**src/rtl/sobel_pkg.sv**
```systemverilog
// Shared types for the Sobel window fetch path: move codes, fetch FSM states, window geometry.
// Latency: n/a (types only); backpressure: n/a.
package sobel_pkg;

    localparam int WIN_N     = 3;
    localparam int WIN_PIX   = WIN_N * WIN_N;
    localparam int PIX_W_DEF = 8;

    typedef logic [PIX_W_DEF-1:0] pixel_t;

    typedef enum logic [1:0] {
        DIR_NOP   = 2'b00,
        DIR_RIGHT = 2'b01,
        DIR_LEFT  = 2'b10,
        DIR_DOWN  = 2'b11
    } dir_t;

    typedef enum logic [2:0] {
        ST_IDLE,
        ST_ISSUE,
        ST_WAIT_DATA,
        ST_COMMIT,
        ST_DONE
    } fetch_state_t;

    function automatic int win_idx(input int r, input int c);
        return r * WIN_N + c;
    endfunction

endpackage

```
**src/rtl/window_addr_gen.sv**
```systemverilog
// Maps (base, stride, move, read index) to the SRAM address of that read and the read count.
// Latency: combinational; backpressure: none.
module window_addr_gen
    import sobel_pkg::*;
#(
    parameter int ADDR_W = 8
) (
    input  logic [ADDR_W-1:0] base,
    input  logic [ADDR_W-1:0] stride,
    input  dir_t              dir,
    input  logic              load,
    input  logic [3:0]        idx,
    output logic [ADDR_W-1:0] addr,
    output logic [3:0]        count
);

    logic [1:0]        row;
    logic [1:0]        col;
    logic [ADDR_W-1:0] row_off;

    // Loads walk the window row-major; shifts read one column (left/right) or the bottom row.
    always_comb begin
        row   = '0;
        col   = '0;
        count = '0;
        if (load) begin
            count = 4'(WIN_PIX);
            if (idx >= 4'd6) begin
                row = 2'd2;
                col = 2'(idx - 4'd6);
            end else if (idx >= 4'd3) begin
                row = 2'd1;
                col = 2'(idx - 4'd3);
            end else begin
                col = idx[1:0];
            end
        end else begin
            case (dir)
                DIR_RIGHT: begin
                    count = 4'(WIN_N);
                    row   = idx[1:0];
                    col   = 2'd2;
                end
                DIR_LEFT: begin
                    count = 4'(WIN_N);
                    row   = idx[1:0];
                end
                DIR_DOWN: begin
                    count = 4'(WIN_N);
                    row   = 2'd2;
                    col   = idx[1:0];
                end
                default: ;
            endcase
        end
    end

    always_comb begin
        case (row)
            2'd0:    row_off = '0;
            2'd1:    row_off = stride;
            default: row_off = {stride[ADDR_W-2:0], 1'b0};
        endcase
    end

    assign addr = base + row_off + ADDR_W'(col);

endmodule

```
**src/rtl/sobel_window_fetch.sv**
```systemverilog
// 3x3 Sobel window maintainer: full 9-read load or 3-read incremental shift, one SRAM read in flight.
// Latency 2 cycles/read + commit + done; stalls on mem_rvalid (16-cycle abort with SOBEL_FETCH_TIMEOUT_EN).
module sobel_window_fetch
    import sobel_pkg::*;
#(
    parameter int ADDR_W = 8,
    parameter int PIX_W  = 8,
    parameter int DIM_W  = 12
) (
    input  logic                   clk,
    input  logic                   reset,
    input  logic [DIM_W-1:0]       width,
    input  logic [ADDR_W-1:0]      addr_r,
    input  logic [1:0]             direction,
    input  logic                   load_window,
    input  logic                   start_fetch,
    output logic [ADDR_W-1:0]      mem_addr,
    output logic                   mem_read,
    input  logic [PIX_W-1:0]       mem_rdata,
    input  logic                   mem_rvalid,
    output logic [WIN_PIX*PIX_W-1:0] window,
    output logic                   window_valid,
    output logic                   busy,
    output logic                   fetch_done,
    output logic                   fetch_err
);

    fetch_state_t      state_q;
    logic [ADDR_W-1:0] base_q;
    logic [ADDR_W-1:0] stride_q;
    dir_t              dir_q;
    logic              load_q;
    logic [3:0]        idx_q;
    logic [PIX_W-1:0]  stage_q [WIN_PIX];
    logic [PIX_W-1:0]  win_q   [WIN_PIX];
    logic              valid_q;
    logic              busy_q;
    logic              read_q;
    logic              done_q;
    logic [ADDR_W-1:0] gen_addr;
    logic [3:0]        gen_count;
    logic              unused_width_hi;

    assign unused_width_hi = ^width[DIM_W-1:ADDR_W];

`ifdef SOBEL_FETCH_TIMEOUT_EN
    logic [3:0] tmo_q;
    logic       err_q;
    assign fetch_err = err_q;
`else
    assign fetch_err = 1'b0;
`endif

    window_addr_gen #(.ADDR_W(ADDR_W)) u_addr_gen (
        .base   (base_q),
        .stride (stride_q),
        .dir    (dir_q),
        .load   (load_q),
        .idx    (idx_q),
        .addr   (gen_addr),
        .count  (gen_count)
    );

    always_ff @(posedge clk) begin
        if (reset) begin
            state_q  <= ST_IDLE;
            base_q   <= '0;
            stride_q <= '0;
            dir_q    <= DIR_NOP;
            load_q   <= 1'b0;
            idx_q    <= '0;
            valid_q  <= 1'b0;
            busy_q   <= 1'b0;
            read_q   <= 1'b0;
            done_q   <= 1'b0;
            for (int i = 0; i < WIN_PIX; i++) begin
                stage_q[i] <= '0;
                win_q[i]   <= '0;
            end
`ifdef SOBEL_FETCH_TIMEOUT_EN
            tmo_q <= '0;
            err_q <= 1'b0;
`endif
        end else begin
            read_q <= 1'b0;
            done_q <= 1'b0;
`ifdef SOBEL_FETCH_TIMEOUT_EN
            err_q  <= 1'b0;
`endif
            case (state_q)
                ST_IDLE: begin
                    if (load_window || start_fetch) begin
                        base_q   <= addr_r;
                        stride_q <= width[ADDR_W-1:0];
                        dir_q    <= dir_t'(direction);
                        load_q   <= load_window;
                        idx_q    <= '0;
                        busy_q   <= 1'b1;
                        if (load_window) begin
                            valid_q <= 1'b0;
                        end
                        // A no-op move skips the read phase but still reports completion.
                        if (!load_window && direction == DIR_NOP) begin
                            state_q <= ST_COMMIT;
                        end else begin
                            state_q <= ST_ISSUE;
                            read_q  <= 1'b1;
                        end
                    end
                end
                ST_ISSUE: begin
                    state_q <= ST_WAIT_DATA;
`ifdef SOBEL_FETCH_TIMEOUT_EN
                    tmo_q   <= '0;
`endif
                end
                ST_WAIT_DATA: begin
                    if (mem_rvalid) begin
                        stage_q[idx_q] <= mem_rdata;
                        if (idx_q == gen_count - 4'd1) begin
                            state_q <= ST_COMMIT;
                        end else begin
                            idx_q   <= idx_q + 4'd1;
                            state_q <= ST_ISSUE;
                            read_q  <= 1'b1;
                        end
                    end
`ifdef SOBEL_FETCH_TIMEOUT_EN
                    else if (tmo_q == 4'hF) begin
                        state_q <= ST_IDLE;
                        busy_q  <= 1'b0;
                        err_q   <= 1'b1;
                        if (load_q) begin
                            valid_q <= 1'b0;
                        end
                    end else begin
                        tmo_q <= tmo_q + 4'd1;
                    end
`endif
                end
                ST_COMMIT: begin
                    // The whole window moves in this one cycle; staging holds new[0..2] for shifts.
                    if (load_q) begin
                        for (int i = 0; i < WIN_PIX; i++) begin
                            win_q[i] <= stage_q[i];
                        end
                        valid_q <= 1'b1;
                    end else begin
                        for (int r = 0; r < WIN_N; r++) begin
                            case (dir_q)
                                DIR_RIGHT: begin
                                    win_q[win_idx(r, 0)] <= win_q[win_idx(r, 1)];
                                    win_q[win_idx(r, 1)] <= win_q[win_idx(r, 2)];
                                    win_q[win_idx(r, 2)] <= stage_q[r];
                                end
                                DIR_LEFT: begin
                                    win_q[win_idx(r, 2)] <= win_q[win_idx(r, 1)];
                                    win_q[win_idx(r, 1)] <= win_q[win_idx(r, 0)];
                                    win_q[win_idx(r, 0)] <= stage_q[r];
                                end
                                DIR_DOWN: begin
                                    win_q[win_idx(0, r)] <= win_q[win_idx(1, r)];
                                    win_q[win_idx(1, r)] <= win_q[win_idx(2, r)];
                                    win_q[win_idx(2, r)] <= stage_q[r];
                                end
                                default: ;
                            endcase
                        end
                    end
                    state_q <= ST_DONE;
                    done_q  <= 1'b1;
                end
                ST_DONE: begin
                    state_q <= ST_IDLE;
                    busy_q  <= 1'b0;
                end
                default: begin
                    state_q <= ST_IDLE;
                    busy_q  <= 1'b0;
                end
            endcase
        end
    end

    always_comb begin
        window = '0;
        for (int i = 0; i < WIN_PIX; i++) begin
            window[i*PIX_W +: PIX_W] = win_q[i];
        end
    end

    assign mem_addr     = gen_addr;
    assign mem_read     = read_q;
    assign window_valid = valid_q;
    assign busy         = busy_q;
    assign fetch_done   = done_q;

endmodule
```
**config.mk**
```make
export PLATFORM = sky130hd
export DESIGN_NAME = sobel_window_fetch
export DESIGN_NICKNAME = d
export VERILOG_FILES = /design/src/rtl/sobel_pkg.sv /design/src/rtl/window_addr_gen.sv /design/src/rtl/sobel_window_fetch.sv
export SDC_FILE = /design/constraint.sdc
export NUM_CORES = 1
export LEC_CHECK = 0
export ABC_CLOCK_PERIOD_IN_PS = 3950
export BUFFER_PORTS_ARGS = -buffer_cell sky130_fd_sc_hd__buf_4
export CORE_MARGIN = 2
export CORE_UTILIZATION = 52
export CTS_CLUSTER_SIZE = 20
export DETAILED_ROUTE_END_ITERATION = 10
export GPL_TIMING_DRIVEN = 0
export PLACE_DENSITY = 0.83
export SYNTH_ARGS = -nofsm -noshare
export SYNTH_HDL_FRONTEND = slang
export SYNTH_SLANG_ARGS = --single-unit
```
**constraint.sdc**
```tcl
create_clock -name clk -period 3.95 [get_ports clk]
set_input_delay 0.79 -clock clk [delete_from_list [all_inputs] [get_ports clk]]
set_output_delay 0.79 -clock clk [all_outputs]
set_load 0.05 [all_outputs]
```
; Yosys cells after proc, flatten, opt, wreduce, memory -nomap -nowiden
; Memories as Yosys holds them, arrays and structs flattened.
; Cells that the tools add are included.
[word_totals]
mem_count = 2
ff_bits = 30
in_bits = 35
ramBits = 144
[classes]
n_bitwise = 37
n_eq_ne = 13
n_mux = 96
addsub = 6
magnitude_cmp = 2
reduce_logical = 17
[mem_list]
columns = memory, words, width, read_ports, rd_ports_with_merged_regs, write_ports, line
row1 = stage_q, 9, 8, 9, 0, 9, sobel_window_fetch.sv:34  ; logic [PIX_W-1:0] stage_q [WIN_PIX];
row2 = win_q, 9, 8, 9, 0, 9, sobel_window_fetch.sv:35  ; logic [PIX_W-1:0] win_q [WIN_PIX];
[ops]
columns = operator, n
row1 = $mux 8, 37
row2 = $mux 1, 36
row3 = $or 1x1->1, 36
row4 = $mux 4, 5
row5 = $mux 2, 8
row6 = $pmux 8 s2, 1
row7 = $pmux 3 s4, 1
row8 = $ne 2x2->1 const B, 5
row9 = $add 8x2->8, 1
row10 = $add 8x8->8, 1
row11 = $pmux 2 s2, 2
row12 = $pmux 4 s2, 1
row13 = $reduce_and 4->1, 2
row14 = $reduce_or 8->1, 1
row15 = $eq 3x2->1 const B, 2
row16 = $mux 3, 2
row17 = $pmux 1 s2, 3
row18 = $reduce_and 2->1, 3
row19 = $reduce_or 3->1, 2
row20 = $add 4x1->4 const B, 1
row21 = $eq 2x1->1 const B, 2
row22 = $eq 2x2->1 const B, 2
row23 = $eq 4x4->1, 1
row24 = $ge 4x2->1 const B, 1
row25 = other kinds (12), 15

; Logic depth before layout (Yosys ltp)
; Gate-level depths: netlist of the first run.
[logic_depth]
depth_word = 9
ltp_mapped = 16
ltp_nobuf = 16

; By module
; Synthesis of the first run repeated with hierarchy kept, for this count alone.
[unflattened]
cells_unflattened = 927
hier_area_um2 = 9273.9
[modules_own_cells]
columns = mod, cells_per_inst, area_each_um2, instances
row1 = sobel_window_fetch, 837, 8509.4, 1
row2 = window_addr_gen, 90, 764.5, 1

; Worst setup path before layout of the first run
; OpenSTA, ideal clock, no wires.
[synth_timing]
path_type = register to output
start = reg idx_q[0]
end = out mem_addr[7]
path_slack_ns = -0.994
t_arrival_ns = 4.154
n_path_buf = 0
t_required_ns = 3.160
stages_incl_launch_ff = 16
path_cell_list = dfxtp_1 inv_1 ha_1 nor2_1 nand2_1 a311oi_2 a22oi_1 fa_1 inv_1 ha_1 fa_1 a211oi_1 o21bai_1 a21oi_1 xnor2_1 xnor2_1
[synth_via]
elab_chain_len = 8
elab_cells_between_ends = 17
classes_between = add/sub: 4 / order compare: 2 / eq/ne: 1 / mux: 9 / reduce/logical: 1
[synth_rtl]
columns = item, line
row1 = from (decl), sobel_window_fetch.sv:33  ; logic [3:0] idx_q;
row2 = from (signal assigned), sobel_window_fetch.sv:123  ; idx_q <= idx_q + 4'd1;
row3 = $ge 4x2->1, window_addr_gen.sv:31  ; end else if (idx >= 4'd3) begin
row4 = $mux 1, window_addr_gen.sv:31
row5 = $mux 2, window_addr_gen.sv:28  ; if (idx >= 4'd6) begin
row6 = $mux 2, window_addr_gen.sv:26  ; if (load) begin
row7 = $eq 2x1->1 or $logic_not 2->1 (tied branches), window_addr_gen.sv:59  ; case (row)
row8 = $pmux 8 s2, window_addr_gen.sv:59
row9 = $add 8x8->8, window_addr_gen.sv:66  ; assign addr = base + row_off + ADDR_W'(col);
row10 = $add 8x2->8 *, window_addr_gen.sv:66
row11 = to (decl), sobel_window_fetch.sv:17  ; output logic [ADDR_W-1:0] mem_addr,
; Every way passes the cells marked *; elsewhere a longest branch is shown, timed or not.

; Final worst setup path of the first run
[layout_timing]
start = reg idx_q[1]
end = out mem_addr[7]
; The elaborated chain is that of the path after synthesis.

==> flow_summary.toml, run 1 <==
[sta]
fin_crit_ns = 4.659
finalHoldViolCount = 0
worst_pin_slew_ns = 1.201
finalSetupViolCount = 5
finalWorstSetupSlack_ns = -0.7089
fmax_mhz = 214.6
setup_tns_ns = -2.045
relSlewSlack = 0.1969
maxSlewViolCount = 0
grt_setup_unrepaired = "yes"
finalClockSkew_ns = 0.01009
min_period_over_period = 1.179

[logic_synthesis]
ys_seq_elements = 174
synth_area_leaders = "edfxtp_1, dfxtp_1, nand2_1"
syn_inst = 802
synth_compound_area_frac = 0.1776
synthFlopType = "edfxtp_1"
synthSimpleGateAreaFrac = 0.1690
ys_top_cells_by_count = "edfxtp_1, nand2_1, a21oi_1"
synth_warnings = 0
netlist.area_leader.share = 0.4995
synth_largest_area_cell = "edfxtp_1"
synth_edf_count = 144
syn_nets = 859
synth.distinct_cells = 54
synth_area_per_cell_um2 = 10.79
yosysMostFrequentCell = "edfxtp_1"
synthXorXnorAreaFrac = 0.007082
synth_top_family_by_area = "compound AO/OA/AOI/OAI gates"
yosys.area_share.adder = 0.03440
seq_area_frac_synth = 0.5689
synthArstFlopShare = 0
syn_area_mm2 = 0.008657
synth_mux_area_frac = 0

[route]
vias = 7475
drc_errors = 0
drtAntennaViolNets = 0
drtIter0Drc = 1352
drt-total-wl_um = 26580
drt-wirelength-per-cell_um = 22.43
via_per_inst = 6.308
firstDrtPassIters = 6

[setup_path]
crit_path_max_fanout = 4
cp_data_arrival_time_ns = 3.87
path_cells = "buf_6, inv_4, ha_4, o21ai_2, a21oi_2, a311oi_2, a21o_1, fa_1, inv_2, ha_4, fa_2, a211oi_2, o21bai_1, a21oi_2, xnor2_2, xnor2_2, buf_6"
path_class = "reg -> out"
cp_slowest_cell = "fa_1"
worst-path-buf-inv = 4
crit_family = "adder cells"
cp_data_required_time_ns = 3.16
end_kind = "output port"
cpPeakStageDelay_ns = 0.55
start_kind = "flip-flop"

[final_layout]
fin_nets = 1007
layout-drive-gt1-share = 0.2565
area_growth_pct = 23.75
fill_cells = 1217

[placement]
gp_congestion = 0.9441
dpl.hpwl_um = 18970
port_buffers = 114

[global_route]
gr-total-overflow = 0
antenna_found_initial = 1
track_usage = 0.2982
first_global_vias = 7098
grt_pass1_wl_um = 39810
grt_start_max_net_pins = 25

[power]
combPwrFrac = 0.152
p_seq_frac = 0.481
vdd_drop_max_mv = 0.3166
p_clk_frac = 0.367
leakagePower_nw = 4.486
intPower_mw = 3.186
p_per_area_mw_per_mm2 = 420.7
power.total_mw = 4.507
switchingPower_mw = 1.321
switching_share = 0.2931

[die]
io_pins = 120
initial_core_util = 0.5276
die_area_mm2 = 0.01770
core_region_area_mm2 = 0.01641
die_x_um = 133.0
num_rows = 47
die_h_um = 133.0

[run_status]
status = "finished with violations"
violations = "negative setup slack"

[clocking]
clk_pin_slew_ns = 0.07
cts_tree = "done"
cts_root_buffer = "clkbuf_16"
numCtsBuffers = 17
hold_buffers = 0
ctsLongestPathBuffers = 2
htreeDepth = 4
cts_sinks = 174
clock_latency_ns = 0.44

[min_path]
hp-class = "reg -> reg"

[run]
max_cap_viol_count = 0
==> cells by family (layout without fill, tap and decap cells) <==
group,count (synthesis),after routing
and+or+nand+nor,294,294
AOI/OAI and AO/OA,226,226
DFF,174,174
buffers and inverters,78,239
adders and majority gates,22,22
xor gates and xnor gates,7,7
other,1,3
==> power groups by stage <==
| stage | combinational (mW) | clock, mW | sequential [mW] |
|---|---|---|---|
| detailed placement | 0.642 | 0 | 2.20 |
| global route | 0.722 | 1.71 | 2.17 |
| CTS | 0.667 | 1.64 | 2.16 |
| global placement | 0.630 | 0 | 2.20 |
| finish | 0.684 | 1.65 | 2.17 |
| floorplan | 0.314 | 0 | 2.30 |
==> cell usage in the layout (no fill, tap or decap), types with 4 or more instances in the layout <==
cell / count
dfxtp_1: 26
a22oi_1: 41
ha_1: 14
clkinv_4: 4
nor2_1: 53
nand3_1: 12
buf_4: 135
a22o_1: 14
buf_2: 24
nor2_2: 4
o21ai_1: 8
nor3_1: 5
and3_1: 68
edfxtp_1: 144
a221oi_1: 39
buf_6: 4
clkbuf_16: 17
inv_6: 4
o21ai_0: 18
nand2_1: 118
inv_1: 9
ha_4: 4
clkbuf_1: 22
a21oi_2: 4
a21oi_1: 68
dfxtp_4: 4
and2_1: 10
a21o_1: 11
==> per-stage QoR <==
step,instance area [µm²],hold WS [ns],utilization,instances,setup slack (ns)
global route,10710,0.4858,0.6528,1184,-0.7888
floorplan,8735,0.4360,-,802,-0.3052
detailed placement,9866,0.4478,0.6013,1136,-0.6893
CTS,10660,0.4567,0.6497,1181,-0.6809
finish,10710,0.4563,0.6529,1185,-0.7089
global placement,9866,0.4435,0.6013,1136,-0.6379
==> layout make-up <==
| cell class | count | area, µm² | area share |
|---|---|---|---|
| multi-input combinational | 550 | 3512 | 0.3278 |
| buffer | 63 | 349.1 | 0.03259 |
| antenna | 2 | 5.005 | 0.0004672 |
| clock buffer | 18 | 429.2 | 0.04006 |
| inverter | 15 | 66.31 | 0.006190 |
| timing repair buffer | 129 | 983.4 | 0.09180 |
| sequential | 174 | 4940 | 0.4611 |
| clock inverter | 14 | 152.6 | 0.01425 |
| tap | 220 | 275.3 | 0.02569 |
==> flip-flops by register name, indices dropped and copies added (netlist names) <==
name,cells
base_q,8
idx_q,4
fetch_done,1
mem_read,1
window_valid,1
load_q,1
busy,1
stride_q,8
win_q,72
stage_q,72
state_q,3
dir_q,2
==> worst min-delay path: cells and delay by family, from the launching register on <==
family | cells | cell delay (ns)
and+or+nand+nor | 1 | 0.05
AOI/OAI and AO/OA | 1 | 0.05
DFF | 1 | 0.31
==> per-layer routing <==
metal,vias up,part of all wire,GRT usage
met5,-,0,0
met4,0,0.029,0.1135
met3,83,0.14,0.09004
met2,576,0.47,0.4686
met1,3511,0.36,0.3915
li1,3305,-,-
==> timing repair <==
action                                 in CTS  in global routing
gates resized for setup                    31                 11
pin swaps                                  16                  3
buffers inserted                           13                  3
setup endpoints to repair                   7                  6
endpoints found under the hold margin       0                  0
==> worst paths after layout <==
path	start	end	slack, ns	cells past startpoint
setup / recovery	idx_q[1]$_SDFFE_PP0P_	mem_addr[7]	-0.71	17
hold / removal	stride_q[7]$_SDFFE_PP0P_	stride_q[7]$_SDFFE_PP0P_	0.46	2
setup reg to reg	state_q[2]$_SDFFE_PP0P_	win_q[0][36]$_DFFE_PP_	0.60	6
hold reg to reg	stride_q[7]$_SDFFE_PP0P_	stride_q[7]$_SDFFE_PP0P_	0.46	2
(Power assumes the default switching activity.)
==> run 2: changes to the inputs <==
--- a/config.mk
+++ b/config.mk
@@ -5,14 +5,14 @@
 export SDC_FILE = /design/constraint.sdc
 export NUM_CORES = 1
 export LEC_CHECK = 0
-export ABC_CLOCK_PERIOD_IN_PS = 3950
+export ABC_CLOCK_PERIOD_IN_PS = 4600
 export BUFFER_PORTS_ARGS = -buffer_cell sky130_fd_sc_hd__buf_4
 export CORE_MARGIN = 2
-export CORE_UTILIZATION = 52
+export CORE_UTILIZATION = 58
 export CTS_CLUSTER_SIZE = 20
 export DETAILED_ROUTE_END_ITERATION = 10
 export GPL_TIMING_DRIVEN = 0
-export PLACE_DENSITY = 0.83
+export PLACE_DENSITY = 0.87
 export SYNTH_ARGS = -nofsm -noshare
 export SYNTH_HDL_FRONTEND = slang
 export SYNTH_SLANG_ARGS = --single-unit
==> constraint.sdc (replaced) <==
create_clock -name clk -period 4.6 [get_ports clk]
set_input_delay 0.92 -clock clk [delete_from_list [all_inputs] [get_ports clk]]
set_output_delay 0.92 -clock clk [all_outputs]
set_load 0.05 [all_outputs]
==> run 2 against run 1 <==
Compared with the run above:
- the flow still finishes with violations (negative setup slack)
- final area shrank 0.44%
- largest power group unchanged
- largest cell class unchanged
- critical path type unchanged
- non-clock buffer count stayed put
- total power fell by 13%
- combinational power down 14%
- clock-buffer cell count rose by 2
- first-iteration DRC count increased by 17%
- critical endpoint unchanged
- cell count decreased by 3.2%
- register-to-register slack better by 0.44 ns
==> flow_summary.toml, run 2 (synthesis results as in run 1) <==
[run_status]
status = "finished with violations"
violations = "negative setup slack"

[sta]
finalClockSkew_ns = 0.007518
maxSlewViolCount = 0
finalHoldViolCount = 0
worst_hold_slack_ns = 0.4610
worst_pin_slew_ns = 1.232
finalWorstSetupSlack_ns = -0.2174
setup_tns_ns = -0.2174
min_period_over_period = 1.047
fmax_mhz = 207.6
fin_crit_ns = 4.817
finalSetupViolCount = 1
grt_setup_unrepaired = "yes"
relSlewSlack = 0.1761

[global_route]
first_global_vias = 7573
track_usage = 0.3506
antenna_found_initial = 0
grt_pass1_wl_um = 42370
grt_start_max_net_pins = 25
gr-total-overflow = 0

[setup_path]
r2r_start = "state_q[2]$_SDFFE_PP0P_"
start_kind = "flip-flop"
end_kind = "output port"
r2r_cells = 6
worstSetupEndpoint = "mem_addr[7]"
crit_start = "dir_q[0]$_SDFFE_PP0P_"
crit_path_max_fanout = 4
path_class = "reg -> out"
cp_data_required_time_ns = 3.68
cp_data_arrival_time_ns = 3.90
rr_endpoint = "win_q[0][39]$_DFFE_PP_"
r2r_slack_ns = 1.04

[route]
drt-total-wl_um = 27890
firstDrtPassIters = 8
drt-wirelength-per-cell_um = 24.31
drtAntennaViolNets = 0
vias = 7906
drc_errors = 0
via_per_inst = 6.893
drtIter0Drc = 1586

[final_layout]
top_regs = "stage_q x72, win_q x72"
fill_cells = 928
area_growth_pct = 23.20
mostFrequentLayoutCells = "edfxtp_1, buf_4, nand2_1"
layout_commonest_cell = "edfxtp_1"
final_core_util = 0.7338
diodes = 0
fin_nets = 1007
layout-drive-gt1-share = 0.2492

[die]
die_x_um = 126.2
die_area_mm2 = 0.01592
io_pins = 120
die_h_um = 126.2
core_region_area_mm2 = 0.01453
num_rows = 44
initial_core_util = 0.5956

[power]
vdd_drop_max_mv = 0.3021
p_per_area_mw_per_mm2 = 369.6
power.total_mw = 3.942
leakagePower_nw = 4.483

[clocking]
cts_sinks = 174
htreeDepth = 4
cts_root_buffer = "clkbuf_16"
clk_pin_slew_ns = 0.06
cts_tree = "done"
hold_buffers = 0
ctsLongestPathBuffers = 2
numCtsBuffers = 17
clock_latency_ns = 0.44

[placement]
gp_congestion = 0.9005
dp_slack_ns = -0.4575
port_buffers = 114
dpl.hpwl_um = 18690

[run]
max_cap_viol_count = 0

[min_path]
hp-class = "reg -> reg"
run 2: per-stage QoR:
stage	area, µm²	cells
2_1_floorplan	8687	802
3_3_place_gp	9773	1100
3_5_place_dp	9773	1100
4_1_cts	10620	1147
5_1_grt	10670	1147
6_report	10670	1147
run 2: layout make-up:
| class | count | area, µm² | share of cell area |
|---|---|---|---|
| plain buffers | 62 | 332.8 | 0.03121 |
| clock buffers | 20 | 436.7 | 0.04094 |
| clock inverters | 12 | 160.2 | 0.01502 |
| inverters | 15 | 66.31 | 0.006218 |
| multi-input cells | 550 | 3512 | 0.3293 |
| flip-flops and latches | 174 | 4940 | 0.4632 |
| well taps | 184 | 230.2 | 0.02159 |
| repair buffers | 130 | 987.2 | 0.09256 |
run 2: how the worst min path moves through the flow:
| stage | cells after the start | to | from |
|---|---|---|---|
| after detailed placement | 2 | stride_q[7]$_SDFFE_PP0P_ | stride_q[7]$_SDFFE_PP0P_ |
| after global placement | 2 | stride_q[7]$_SDFFE_PP0P_ | stride_q[7]$_SDFFE_PP0P_ |
| after global routing | 2 | base_q[0]$_SDFFE_PP0P_ | base_q[0]$_SDFFE_PP0P_ |
| after floorplan | 2 | stride_q[7]$_SDFFE_PP0P_ | stride_q[7]$_SDFFE_PP0P_ |
| final | 2 | base_q[0]$_SDFFE_PP0P_ | base_q[0]$_SDFFE_PP0P_ |
| after CTS | 2 | stride_q[7]$_SDFFE_PP0P_ | stride_q[7]$_SDFFE_PP0P_ |
run 2: what timing repair did:
| action | CTS | global route |
|---|---|---|
| gates resized for setup | 41 | 10 |
| setup buffers | 16 | 1 |
| setup endpoints to repair | 6 | 3 |
| pin swaps | 15 | 10 |
run 2: routing by layer:
| layer | GRT usage | wire length [µm] | vias up |
|---|---|---|---|
| met5 | 0 | 0 | - |
| met2 | 0.5563 | 13180 | 773 |
| met3 | 0.08794 | 4372 | 129 |
| met1 | 0.4576 | 9294 | 3697 |
| li1 | - | - | 3307 |
| met4 | 0.1610 | 1042 | 0 |
run 2: critical path, cell delays in order, from the launching register on:
cell and delay [ns]:
dfxtp_4 0.39, inv_4 0.05, ha_4 0.24, a21oi_2 0.13
nor3_2 0.07, a311oi_4 0.38, a22oi_2 0.10, fa_1 0.49
inv_1 0.04, ha_2 0.17, fa_2 0.35, a211oi_2 0.22
o21bai_1 0.12, a21oi_2 0.24, xnor2_2 0.16, xnor2_2 0.13
buf_6 0.17
run 2: power by group:
part	internal (mW)	switching, mW
combinational	0.181	0.406
sequential	1.79	0.0783
clock	0.860	0.632
total	2.83	1.12
